[src/rtl/fetch_queue_pkg.sv]
// Shared parameters and helpers for the IF->ID fetch queue.
// Defaults match the pipeline bus width and queue depth used by mycpu.
package fetch_queue_pkg;

  localparam int FQ_BUS_WD = 69;
  localparam int FQ_DEPTH  = 4;

  typedef enum logic [1:0] {
    FQ_OP_NONE = 2'b00,
    FQ_OP_POP  = 2'b01,
    FQ_OP_PUSH = 2'b10,
    FQ_OP_BOTH = 2'b11
  } fq_op_e;

  function automatic int fq_ptr_wd(input int depth);
    return $clog2(depth);
  endfunction

endpackage

[src/rtl/fetch_queue_regfile.sv]
// DEPTH x BUS_WD storage: one synchronous write port, one asynchronous read port.
// Data is never reset; validity is tracked by the queue controller.
module fetch_queue_regfile #(
  parameter int BUS_WD = 69,
  parameter int DEPTH  = 4,
  parameter int PTR_WD = 2
) (
  input  logic              clk,
  input  logic              i_we,
  input  logic [PTR_WD-1:0] i_waddr,
  input  logic [BUS_WD-1:0] i_wdat,
  input  logic [PTR_WD-1:0] i_raddr,
  output logic [BUS_WD-1:0] o_rdat
);

  logic [BUS_WD-1:0] r_mem [DEPTH];

  always_ff @(posedge clk) begin
    if (i_we) begin
      r_mem[i_waddr] <= i_wdat;
    end
  end

  assign o_rdat = r_mem[i_raddr];

endmodule

[src/rtl/fetch_queue.sv]
// In-order decoupling FIFO between if_stage and id_stage; push visible at head next cycle.
// Allowin depends only on registered occupancy, so a full queue refuses input even while popping.
module fetch_queue
  import fetch_queue_pkg::*;
#(
  parameter int BUS_WD = FQ_BUS_WD,
  parameter int DEPTH  = FQ_DEPTH
) (
  input  logic                        clk,
  input  logic                        reset,
  input  logic                        fs_to_fq_valid,
  input  logic [BUS_WD-1:0]           fs_to_fq_bus,
  output logic                        fq_allowin,
  output logic                        fq_to_ds_valid,
  output logic [BUS_WD-1:0]           fq_to_ds_bus,
  input  logic                        ds_allowin,
  input  logic                        flush,
  output logic [$clog2(DEPTH):0]      fq_count
);

  localparam int PTR_WD = fq_ptr_wd(DEPTH);
  localparam int CNT_WD = PTR_WD + 1;

  logic [PTR_WD-1:0] r_wr_ptr;
  logic [PTR_WD-1:0] r_rd_ptr;
  logic [CNT_WD-1:0] r_count;
  logic              w_push;
  logic              w_pop;
  fq_op_e            w_op;

  assign fq_allowin     = (r_count != CNT_WD'(DEPTH));
  assign fq_to_ds_valid = (r_count != '0);
  assign fq_count       = r_count;

  // Flush kills both sides of the handshake so no wrong-path bundle is retained.
  assign w_push = fs_to_fq_valid && fq_allowin && !flush;
  assign w_pop  = fq_to_ds_valid && ds_allowin && !flush;

  always_comb begin
    w_op = FQ_OP_NONE;
    case ({w_push, w_pop})
      2'b10:   w_op = FQ_OP_PUSH;
      2'b01:   w_op = FQ_OP_POP;
      2'b11:   w_op = FQ_OP_BOTH;
      default: w_op = FQ_OP_NONE;
    endcase
  end

  always_ff @(posedge clk) begin
    if (reset || flush) begin
      r_wr_ptr <= '0;
      r_rd_ptr <= '0;
      r_count  <= '0;
    end else begin
      case (w_op)
        FQ_OP_PUSH: begin
          r_wr_ptr <= r_wr_ptr + PTR_WD'(1);
          r_count  <= r_count + CNT_WD'(1);
        end
        FQ_OP_POP: begin
          r_rd_ptr <= r_rd_ptr + PTR_WD'(1);
          r_count  <= r_count - CNT_WD'(1);
        end
        FQ_OP_BOTH: begin
          r_wr_ptr <= r_wr_ptr + PTR_WD'(1);
          r_rd_ptr <= r_rd_ptr + PTR_WD'(1);
        end
        default: ;
      endcase
    end
  end

  fetch_queue_regfile #(
    .BUS_WD (BUS_WD),
    .DEPTH  (DEPTH),
    .PTR_WD (PTR_WD)
  ) u_regfile (
    .clk     (clk),
    .i_we    (w_push && !reset),
    .i_waddr (r_wr_ptr),
    .i_wdat  (fs_to_fq_bus),
    .i_raddr (r_rd_ptr),
    .o_rdat  (fq_to_ds_bus)
  );

endmodule
[config.mk]
export PLATFORM = sky130hd
export DESIGN_NAME = fetch_queue
export DESIGN_NICKNAME = d
export VERILOG_FILES = /design/src/rtl/fetch_queue_pkg.sv /design/src/rtl/fetch_queue_regfile.sv /design/src/rtl/fetch_queue.sv
export SDC_FILE = /design/constraint.sdc
export NUM_CORES = 1
export LEC_CHECK = 0
export BUFFER_PORTS_ARGS = -buffer_cell sky130_fd_sc_hd__buf_2
export CAP_MARGIN = 20
export CORE_ASPECT_RATIO = 1.5
export CORE_MARGIN = 10
export CORE_UTILIZATION = 30
export CTS_CLUSTER_SIZE = 25
export DETAILED_ROUTE_END_ITERATION = 7
export PLACE_DENSITY = 0.49
export SLEW_MARGIN = 20
export SYNTH_ARGS = -nofsm -noshare
export SYNTH_HDL_FRONTEND = slang
export SYNTH_HIERARCHICAL = 1
export SYNTH_SLANG_ARGS = --single-unit
export TNS_END_PERCENT = 50
[constraint.sdc]
create_clock -name clk -period 17.5 [get_ports clk]
set_input_delay 1.75 -clock clk [delete_from_list [all_inputs] [get_ports clk]]
set_output_delay 1.75 -clock clk [all_outputs]
set_load 0.05 [all_outputs]
==> out/qor.txt <==
status = finished, final reports clean
Int Pwr = 1.16 mW
GPL Wtd Cong = 0.679
flop-to-flop setup slack = 14.82 ns
register area share after synthesis = 81.1%
Synth async-reset ratio = 0%
Worst Reg-to-Reg Cells = 5
RR Startpoint = fq_count[0]
fraction of layout instances using a drive strength above 1 = 46.1%
Final Worst Setup Slack = 12.72 ns
Initial DRC Count = 178
peak supply drop = 0.0717 mV
fin area = 12,600 µm²
CP max stage delay = 0.79 ns
placed cell areas = 11,600 µm²
leakage power = 4.13 nW
worst path arrival time = 3.03 ns
worst hold slack = 0.613 ns
EDFF count, synth = 276
crit share post-route = 27.3%
worst slew pin tran = 0.888 ns
residual DRC count = 0
worst setup path endpoint = fq_to_ds_bus[18]
Total GRT Usage = 10.5%
Flop pwr share = 52.5%
Net Count, Synth = 486
IO Count = 148
total grt overflow = 0
Die X = 172 µm
Non-Filler Instances = 1,022
top post-synthesis cells by count = edfxtp_1, mux4_2, dfxtp_1
Switching Share = 19.4%
adder-cell area share of the yosys netlist = 0.554%
vias per cell = 4.63
CP Cell Sequence = buf_4 > mux4_2 > buf_2
share of the synthesized area in the top cell type = 79.7%
clock power share = 43.6%
CTS resizes = 0
total iterations of the first detailed-routing run = 4
Compound-Gate Fraction of Synth Area = 0.349%
Final Util = 36.8%
Final ANT Viol Nets = 0
Rows = 83
H-tree depth = 1
Synth area leader = edfxtp_1
synthesis-to-finish area growth = 21.3%
RSZ-0062 raised after global routing = no
final setup violation count = 0
Clock Sinks = 283
Final Skew = 0.0212 ns
combinational power share = 3.9%
CTS Root Cell = clkbuf_16
Post-Syn Instances = 408
Reg clk slew, reported paths = 0.06 ns
Max-Cap Viols = 0
CTS tree = built
Die ar. = 42,600 µm²
Synth area leaders = edfxtp_1, mux4_2, dfxtp_1, xor2_1, buf_12
DIE HEIGHT = 248 µm
port bufs = 147
Place WS = 13.12 ns
core area = 34,300 µm²
CP required = 15.75 ns
post-synthesis register bit count = 283
placed insts = 971
largest net degree at the start of global routing = 45
Fmax = 209 MHz
Post-CTS Hold Buffers = 0
Distinct cells, synth = 28
HP Class = flop to flop
vias = 4,731
Routed WL = 22,400 µm
Worst-Skew Late Latency = 0.55 ns
most common flop cell mapped by yosys = edfxtp_1
Max Root-Sink Buffers = 3
critical-path maximum fanout = 39
layout net count = 654
initial core utilization = 30.3%
antenna violations before repair = 4
Period minus WS final = 4.78 ns
Synth Area in XOR/XNOR = 0.421%
CP Launch Point = r_rd_ptr[0]
Simple-Gate Fraction of Synth Area = 1.25%
R2R Path End = u_regfile/r_mem[1][60]
Setup crit end kind = output pin
Rel. slew slack = 40.8%
Psw = 0.278 mW
largest family of logic cells by synthesized area = multiplexers
max-slew violation count = 0
post-CTS setup buffers = 0
Cell Pwr Density = 114 nW/µm²
setup TNS = 0 ns
post-DR wirelength/cell = 21.9 µm
crit start category = flop
final hold vios = 0
post-DP HPWL = 14,200 µm
most frequent cell after synthesis = edfxtp_1
CP max-delay cell = dfxtp_4
first-pass GRT wire length = 33,300 µm
mux cell area share after synthesis = 14.9%
YS warnings = 6
Mapped Area = 10,400 µm²
vias in the first global route = 5,536
Design Power = 1.43 mW
critical path type = flop to output pin
CTS Buf Count = 28
Mean Syn Cell Area = 25.5 µm²
==> metal layers <==
layer / vias to the layer above / track usage [%] / part of all wire, %
li1: 2076 / - / -
met4: 6 / 4.09 / 2.6
met3: 43 / 2.23 / 5.0
met5: - / 0 / 0.22
met2: 110 / 19.8 / 56
met1: 2496 / 10.9 / 36
==> final cells by class <==
class                      instances  area (µm²)
antenna                            1        2.50
clock buffer                      34         744
clock inverter                    16         224
fill                            3149       21700
inverter                           5        18.8
multi-input combinational        103        1840
sequential                       283        8440
tap                              425         532
timing repair buffer             155         816
==> sequential cells by signal (all words and copies together) (netlist names) <==
name             count
fq_count             3
r_wr_ptr             2
r_rd_ptr             2
u_regfile/r_mem    276
==> power by group through the flow <==
| stage | registers [mW] | clock network (mW) | logic, mW |
|---|---|---|---|
| CTS | 0.752 | 0.645 | 0.0576 |
| detailed placement | 0.767 | 0 | 0.0574 |
| floorplan | 0.767 | 0 | 0.0333 |
| global placement | 0.766 | 0 | 0.0556 |
| global route | 0.752 | 0.670 | 0.0604 |
| finish | 0.752 | 0.625 | 0.0560 |
==> cells by family (layout without fill, tap and decap cells) <==
kind of cell	Yosys count	count (layout)
flops	283	283
mux	69	69
buf+inv	22	210
simple gates	19	19
compound gates	6	6
xor+xnor	5	5
fa+ha+maj	4	4
other cells	0	1
==> worst max-delay path: cells and delay by family (launching register included) <==
kind	cells	cell delay, ns
buf+inv	2	1.02
flops	1	0.79
mux	1	0.62
==> layout by cell type, fill, tap and decap left out, types with 2 or more instances in the layout <==
cell type	netlist	routed
o21ai_0	2	2
inv_1	4	4
buf_2	3	147
dfxtp_1	7	5
nor2_1	6	6
clkinv_2	0	5
clkbuf_16	0	29
dfxtp_4	0	2
clkbuf_1	6	5
and3b_4	0	2
or2_1	2	2
buf_4	5	7
mux4_2	69	69
xor2_1	5	5
a21oi_1	2	2
bufinv_16	0	6
clkinv_1	0	5
edfxtp_1	276	276
ha_1	3	3
==> worst min path at each step <==
| stage | from | end | slack (ns) | cells past startpoint |
|---|---|---|---|---|
| 5_1_grt | fq_count[2] | fq_count[2] | 0.66 | 2 |
| 4_1_cts | fq_count[2] | fq_count[2] | 0.60 | 2 |
| 3_3_place_gp | fq_count[2] | fq_count[2] | 0.55 | 2 |
| 6_report | fq_count[2] | fq_count[2] | 0.61 | 2 |
| 3_5_place_dp | fq_count[2] | fq_count[2] | 0.59 | 2 |
| 2_1_floorplan | r_rd_ptr[1] | r_rd_ptr[1] | 0.47 | 2 |
Note: power is estimated with default switching activity, not from simulation.
